**src/rtl/afe_pattern_gen.sv**
```systemverilog
// rtl/afe_pattern_gen.sv - multi-channel AFE test-pattern source with line/frame framing (optional MODE 3 LFSR under PATTERN_LFSR_EN)
module afe_pattern_gen #(
    parameter int DATA_W   = 14,
    parameter int CHANNELS = 2,
    parameter int H_ACTIVE = 1024,
    parameter int H_BLANK  = 64,
    parameter int HSYNC_W  = 8,
    parameter int V_ACTIVE = 768,
    parameter int V_BLANK  = 4
) (
    input  logic                         i_clk_60m,
    input  logic                         i_nrst,
    input  logic                         i_en,
    input  logic [1:0]                   i_mode,
    input  logic [DATA_W-1:0]            i_const_val,
    output logic [CHANNELS*DATA_W-1:0]   o_pix_data,
    output logic                         o_pix_valid,
    output logic                         o_hsync,
    output logic                         o_vsync,
    output logic [15:0]                  o_frame_cnt,
    output logic                         o_busy
);

    typedef enum logic [1:0] {
        S_IDLE   = 2'd0,
        S_ACTIVE = 2'd1,
        S_HBLANK = 2'd2,
        S_VBLANK = 2'd3
    } state_t;

    localparam int H_TOTAL = H_ACTIVE + H_BLANK;
    localparam int V_TOTAL = V_ACTIVE + V_BLANK;
    localparam int HC_W    = $clog2(H_TOTAL);
    localparam int VC_W    = $clog2(V_TOTAL);

    // hcnt runs across the whole line (active + blank); vcnt runs across the
    // whole frame, so vertical blank lines are V_ACTIVE..V_TOTAL-1.
    localparam logic [HC_W-1:0] H_ACT_LAST  = HC_W'(H_ACTIVE - 1);
    localparam logic [HC_W-1:0] H_SYNC_LAST = HC_W'(H_ACTIVE + HSYNC_W - 1);
    localparam logic [HC_W-1:0] H_LAST      = HC_W'(H_TOTAL - 1);
    localparam logic [VC_W-1:0] V_ACT_LAST  = VC_W'(V_ACTIVE - 1);
    localparam logic [VC_W-1:0] V_LAST      = VC_W'(V_TOTAL - 1);

    state_t                       r_state;
    state_t                       w_state_nxt;
    logic [HC_W-1:0]              r_hcnt;
    logic [VC_W-1:0]              r_vcnt;
    logic [1:0]                   r_mode;
    logic [DATA_W-1:0]            r_const;
    logic [15:0]                  r_frame_cnt;

    logic [CHANNELS*DATA_W-1:0]   r_pix_data;
    logic                         r_pix_valid;
    logic                         r_hsync;
    logic                         r_vsync;

    logic [CHANNELS*DATA_W-1:0]   w_pix_data;
    logic                         w_pix_valid;
    logic                         w_hsync;
    logic                         w_vsync;

    logic                         w_line_end;
    logic                         w_frame_end;
    logic                         w_frame_start;

    assign w_line_end    = (r_hcnt == H_LAST);
    assign w_frame_end   = (r_state == S_VBLANK) && w_line_end && (r_vcnt == V_LAST);
    assign w_frame_start = i_en && ((r_state == S_IDLE) || w_frame_end);

`ifdef PATTERN_LFSR_EN
    logic [15:0] r_lfsr;

    // LFSR x^16+x^14+x^13+x^11+1: reseeded per frame, stepped on every active pixel.
    always_ff @(posedge i_clk_60m or negedge i_nrst) begin
        if (!i_nrst) begin
            r_lfsr <= 16'h0001;
        end else if (w_frame_start) begin
            r_lfsr <= 16'h0001;
        end else if (r_state == S_ACTIVE) begin
            r_lfsr <= {r_lfsr[14:0], r_lfsr[15] ^ r_lfsr[13] ^ r_lfsr[12] ^ r_lfsr[10]};
        end
    end
`endif

    // State register plus raster counters, frame counter and per-frame config latch.
    always_ff @(posedge i_clk_60m or negedge i_nrst) begin
        if (!i_nrst) begin
            r_state     <= S_IDLE;
            r_hcnt      <= '0;
            r_vcnt      <= '0;
            r_mode      <= 2'd0;
            r_const     <= '0;
            r_frame_cnt <= 16'd0;
        end else begin
            r_state <= w_state_nxt;
            if (w_frame_start) begin
                r_hcnt  <= '0;
                r_vcnt  <= '0;
                r_mode  <= i_mode;
                r_const <= i_const_val;
            end else if (r_state != S_IDLE) begin
                if (w_line_end) begin
                    r_hcnt <= '0;
                    r_vcnt <= (r_vcnt == V_LAST) ? '0 : r_vcnt + VC_W'(1);
                end else begin
                    r_hcnt <= r_hcnt + HC_W'(1);
                end
            end
            if (w_frame_end) begin
                r_frame_cnt <= r_frame_cnt + 16'd1;
            end
        end
    end

    // Next-state logic; EN only matters in IDLE and on the last VBLANK clock.
    always_comb begin
        w_state_nxt = r_state;
        case (r_state)
            S_IDLE: begin
                if (i_en) w_state_nxt = S_ACTIVE;
            end
            S_ACTIVE: begin
                if (r_hcnt == H_ACT_LAST) w_state_nxt = S_HBLANK;
            end
            S_HBLANK: begin
                if (w_line_end) w_state_nxt = (r_vcnt == V_ACT_LAST) ? S_VBLANK : S_ACTIVE;
            end
            S_VBLANK: begin
                if (w_frame_end) w_state_nxt = i_en ? S_ACTIVE : S_IDLE;
            end
            default: w_state_nxt = S_IDLE;
        endcase
    end

    // Output decode: framing strobes and per-lane pattern for the current raster position.
    always_comb begin
        w_pix_valid = (r_state == S_ACTIVE);
        w_hsync     = (r_state == S_HBLANK) && (r_hcnt <= H_SYNC_LAST);
        w_vsync     = (r_state == S_VBLANK);
        w_pix_data  = '0;
        if (w_pix_valid) begin
            for (int c = 0; c < CHANNELS; c++) begin
                case (r_mode)
                    2'd1: begin
                        w_pix_data[c*DATA_W +: DATA_W] =
                            (|((32'(r_hcnt) ^ 32'(r_vcnt)) & 32'd8)) ? {DATA_W{1'b1}} : '0;
                    end
                    2'd2: begin
                        w_pix_data[c*DATA_W +: DATA_W] = r_const;
                    end
`ifdef PATTERN_LFSR_EN
                    2'd3: begin
                        w_pix_data[c*DATA_W +: DATA_W] =
                            DATA_W'((r_lfsr << (4*c)) | (r_lfsr >> (16 - 4*c)));
                    end
`endif
                    default: begin
                        w_pix_data[c*DATA_W +: DATA_W] =
                            DATA_W'(32'(r_hcnt) * CHANNELS + c + 32'(r_vcnt));
                    end
                endcase
            end
        end
    end

    // Output registers: each value appears one clock after the raster position it describes.
    always_ff @(posedge i_clk_60m or negedge i_nrst) begin
        if (!i_nrst) begin
            r_pix_data  <= '0;
            r_pix_valid <= 1'b0;
            r_hsync     <= 1'b0;
            r_vsync     <= 1'b0;
        end else begin
            r_pix_data  <= w_pix_data;
            r_pix_valid <= w_pix_valid;
            r_hsync     <= w_hsync;
            r_vsync     <= w_vsync;
        end
    end

    assign o_pix_data  = r_pix_data;
    assign o_pix_valid = r_pix_valid;
    assign o_hsync     = r_hsync;
    assign o_vsync     = r_vsync;
    assign o_frame_cnt = r_frame_cnt;
    assign o_busy      = (r_state != S_IDLE);

endmodule
```
**config.mk**
```make
export PLATFORM = sky130hd
export DESIGN_NAME = afe_pattern_gen
export DESIGN_NICKNAME = d
export VERILOG_FILES = /design/src/rtl/afe_pattern_gen.sv
export SDC_FILE = /design/constraint.sdc
export NUM_CORES = 1
export LEC_CHECK = 0
export BUFFER_PORTS_ARGS = -buffer_cell sky130_fd_sc_hd__buf_2
export CORE_MARGIN = 2
export CORE_UTILIZATION = 26
export DETAILED_ROUTE_END_ITERATION = 16
export GPL_TIMING_DRIVEN = 1
export PLACE_DENSITY_LB_ADDON = 0.05
export SETUP_SLACK_MARGIN = 0.1
export SYNTH_ARGS = -nofsm -noshare
export SYNTH_HDL_FRONTEND = slang
export SYNTH_SLANG_ARGS = --single-unit
export TNS_END_PERCENT = 5
```
**constraint.sdc**
```tcl
create_clock -name i_clk_60m -period 4.7 [get_ports i_clk_60m]
set_clock_uncertainty 0.2 [all_clocks]
set_input_delay 0.47 -clock i_clk_60m [delete_from_list [all_inputs] [get_ports i_clk_60m]]
set_output_delay 0.47 -clock i_clk_60m [all_outputs]
set_load 0.05 [all_outputs]
```
==> out/metrics.sh <==
STATUS='complete, no violations'
SYNTH.LIB_CELLS_USED.DISTINCT=52
PLACE_HPWL_UM=9245
HOLD_VIOL=0
REGISTER_AREA_SQ_MM=0.002127
NUMBER_OF_MAX_SLEW_VIOLATIONS_IN_THE_FINAL_REPORT=0
NETSWITCHINGPOWER_uW=1408
P_CLK_SHARE_PCT=24.6
DRT-TOTAL-WL_UM=12850
CP_DATA_ARRIVAL_TIME_PS=3370
CTS_RESIZED=0
SKEW_PAIR_LATE_INSERTION_DELAY_PS=350
POST-PLACE-WS_PS=1342
AVGROUTEDWIREPERCELL_UM=16.91
SYNTH-MAIN-FF-CELL='sky130_fd_sc_hd__dfrtp_1'
CLOCK.FMAX_MHz=299.5
AREA_OVERHEAD_VS_SYNTH_PCT=19.18
MAIN_COMBINATIONAL_CELL_FAMILY_BY_AREA_AFTER_SYNTHESIS='simple AND/OR/NAND/NOR gates'
DESIGN.PORTCOUNT=67
DRTPASS1ITERATIONS=6
TIMING.FINAL.CRIT_PERIOD_PS=3339
SYNTH_TOP_CELL_AREA_SHARE_PCT=46.38
SYNTHSIMPLEGATEAREAFRAC_PCT=18.61
COMBPWRFRAC_PCT=42.2
LAYOUT.CELLS.MOST_COMMON='sky130_fd_sc_hd__dfrtp_1'
CTS_ROOT_BUFFER='sky130_fd_sc_hd__clkbuf_16'
POWER.IR.VDD_WORST_mV=0.2216
MIN-DELAY-PATH-CLASS='input pin to flop'
WORST_EP_REQUIRED_TIME_PS=4730
GRT.OVERFLOW.TOTAL=0
CTS_TREE='done'
FINALNETCOUNT=565
DIE_X_UM=136.8
MULTI_INPUT_AREA_SQ_MM=0.002271
FINAL_CELL_MIX='85 x sky130_fd_sc_hd__dfrtp_1, 65 x sky130_fd_sc_hd__buf_2, 60 x sky130_fd_sc_hd__nand2_1, 31 x sky130_fd_sc_hd__nor2_1'
MAXCAPVIOLATIONS=0
CRIT_START='r_vcnt[0]$_DFFE_PN0P_'
SYNTH_MUX_AREA_SHARE_PCT=5.020
FIN_SETUP_TNS_PS=0
WORST_SLACK_PS=1361
MIN-DELAY-START='i_mode[1]'
DRC_VIOLATIONS_LEFT=0
ASYNC_FLOP_SHARE_PCT=100.0
CLOCK_TREE.BUFFER_DEPTH=2
CRITICAL_PATH_CLASS='flop to flop'
GP_CONGESTION=0.8383
ANTENNA_LEFT=0
NUMBER_OF_ANTENNA_VIOLATIONS_AT_THE_FIRST_CHECK_IN_GLOBAL_ROUTING=0
POWER.SEQUENTIAL.FRACTION_PCT=33.3
CP_MAX_FO=18
MAX_SLEW_HEADROOM_PCT=30.36
CTS.REPORTEDPATHS.CLKPINSLEW_PS=70
TIGHTESTPINTRANSITION_PS=1045
ROUTE.VIAS.TOTAL=3711
SWITCHING_SHARE_PCT=43.46
SYNTH_XOR_XNOR_AREA_SHARE_PCT=7.067
GRT_SETUP_UNREPAIRED='no'
N_DIODES=0
POWERDENSITY_mW_PER_MM2=592.8
FLOORPLAN.ROWS=48
CELL_INTERNAL_PWR_uW=1832
CTSHTREEMAXLEVEL=3
FIRST_GLOBAL_VIAS=3475
SYN-CELL-AREA_SQ_MM=0.004586
SYNTHESIS.INSTANCES=470
NETLIST_TOP_CELLS_AREA='sky130_fd_sc_hd__dfrtp_1 46%, sky130_fd_sc_hd__nand2_1 4.9%, sky130_fd_sc_hd__xnor2_1 4.2%, sky130_fd_sc_hd__mux2_2 3.9%, sky130_fd_sc_hd__ha_1 3.8%'
FP.DIEH_UM=136.8
CTS_BUFFERS=9
YOSYS_REGISTER_BITS=85
FINAL_LAYOUT_SIZE_SUFFIX_GT1_SHARE_PCT=21.12
SYN-MEAN-INSTANCE-AREA_SQ_UM=9.757
GRT_FIRST_PASS_WIRELENGTH_UM=20110
MIN_PERIOD_OVER_PERIOD_PCT=71.04
POSTSYNTHNETCOUNT=505
NUMBER_OF_ENABLE_FLIP_FLOP_CELLS_AFTER_SYNTHESIS=0
DESIGN.CORE.AREA_SQ_MM=0.01730
FLOORPLAN.DIE_AREA_SQ_MM=0.01872
STARTPOINT_TYPE_OF_THE_WORST_SETUP_PATH='flop'
FILLER_CELL_COUNT=1823
CP-END-KIND='flop'
START_UTIL_PCT=26.51
CLOCK_SINK_COUNT=85
YS_SEQ_AREA_SHARE_PCT=46.38
DRT_ITER0_DRC=208
FINAL-SETUP-VIOL-COUNT=0
YOSYS.AREA_SHARE.ADDER_PCT=4.693
SYNTH.LARGEST_AREA_CELL='sky130_fd_sc_hd__dfrtp_1'
YOSYSWARNINGS=0
POWER_LEAKAGE_uW=0.002492
SYNTH-COMPOUND-AREA-SHARE_PCT=14.13
R2R_START='r_vcnt[0]$_DFFE_PN0P_'
GRT_USE_TOTAL_PCT=14.28
DETAIL_ROUTE.VIAS_PER_CELL=4.883
GRT_MAX_DEGREE=48
BUFFER_PORTS.INSERTED=66
metal layers:
layer  global-route usage [%]  wire [um]
met5                        0          0
met4                    5.842        255
met3                    2.185        521
met2                    20.06       5358
met1                    21.63       6716
registers in the layout, summed over array words and instances, names as in the netlist:
name	cells
r_vcnt	10
o_pix_data	27
r_hcnt	11
r_state	2
o_pix_valid	1
r_mode	2
r_const	14
o_frame_cnt	16
o_hsync	1
o_vsync	1
area by class of cell:
cell class                      count  share of cell area, %
Clock inverter                      7                  1.786
Sequential cell                    85                  38.92
Tap cell                          225                  5.151
Clock buffer                        9                  4.121
Timing Repair Buffer               74                  7.234
Multi-Input combinational cell    342                  41.55
Inverter                           18                  1.236
repair_timing:
action | in CTS | in global routing
setup endpoints to repair | 0 | 0
buffers inserted | 0 | 0
hold buffers | 1 | 0
hold endpoints to repair | 38 | 0
critical path, cell delays in order, from the launching register on:
cell	delay (ps)
sky130_fd_sc_hd__dfrtp_1	530
sky130_fd_sc_hd__ha_1	260
sky130_fd_sc_hd__or4b_4	510
sky130_fd_sc_hd__or3_1	410
sky130_fd_sc_hd__o31ai_4	890
sky130_fd_sc_hd__mux2_2	420
Yosys cell counts (3+ instances only):
cell type and count:
sky130_fd_sc_hd__a21oi_1 21, sky130_fd_sc_hd__mux2i_1 5, sky130_fd_sc_hd__a211oi_1 3, sky130_fd_sc_hd__nor2b_1 3, sky130_fd_sc_hd__a21boi_0 4, sky130_fd_sc_hd__a31oi_1 3
sky130_fd_sc_hd__dfrtp_1 85, sky130_fd_sc_hd__nor2_1 31, sky130_fd_sc_hd__buf_6 3, sky130_fd_sc_hd__a221oi_1 15, sky130_fd_sc_hd__o221ai_1 4, sky130_fd_sc_hd__and3_1 5
sky130_fd_sc_hd__o31ai_1 3, sky130_fd_sc_hd__xnor2_1 22, sky130_fd_sc_hd__nor4b_1 3, sky130_fd_sc_hd__ha_1 14, sky130_fd_sc_hd__nand2_1 60, sky130_fd_sc_hd__nand2b_1 4
sky130_fd_sc_hd__clkbuf_1 21, sky130_fd_sc_hd__or3_1 4, sky130_fd_sc_hd__nor4_1 6, sky130_fd_sc_hd__xor2_1 15, sky130_fd_sc_hd__o211ai_1 3, sky130_fd_sc_hd__o21ba_2 3
sky130_fd_sc_hd__nand3_1 21, sky130_fd_sc_hd__nand4_1 11, sky130_fd_sc_hd__nor3_1 16, sky130_fd_sc_hd__mux2_2 16, sky130_fd_sc_hd__o21ai_0 22, sky130_fd_sc_hd__inv_1 17
power groups by stage:
stage	clock, uW	sequential [uW]	combinational (uW)
final	796	1080	1370
after global routing	846	1110	1520
after CTS	820	1080	1380
after detailed placement	0	1090	1380
after global placement	0	1090	1380
after floorplan	0	1150	900
kinds of logic (layout without fill, tap and decap cells):
group                      count (synthesis)  in the layout
buffers and inverters                     43            108
AOI/OAI and AO/OA                         94             94
adders and majority gates                 16             16
and+or+nand+nor                          174            174
xor gates and xnor gates                  37             37
muxes                                     21             21
DFF                                       85             85
stage by stage:
step	hold WS, ps	util (%)	area, sq um	instances	power (uW)
after CTS	108.6	31.60	5465	760	3284
after floorplan	-25.59	-	4586	470	2049
after global routing	143.3	31.60	5465	760	3483
after detailed placement	261.0	29.67	5132	743	2473
after global placement	253.6	29.67	5132	743	2465
final	117.6	31.60	5465	760	3240
final timing paths:
path                                               endpoint  slack, ps  cells after the start
worst max-delay path                 r_const[2]$_DFFE_PN0N_       1360                      5
worst min-delay path                  r_mode[1]$_DFFE_PN0N_        120                      3
worst max register to register       r_const[2]$_DFFE_PN0N_       1360                      5
worst min register to register  o_frame_cnt[15]$_DFFE_PN0P_        260                      1
max in group asynchronous        o_frame_cnt[1]$_DFFE_PN0P_       2830                      3
min in group asynchronous            r_const[9]$_DFFE_PN0N_        430                      2
Power figures use the tool's default switching activity.
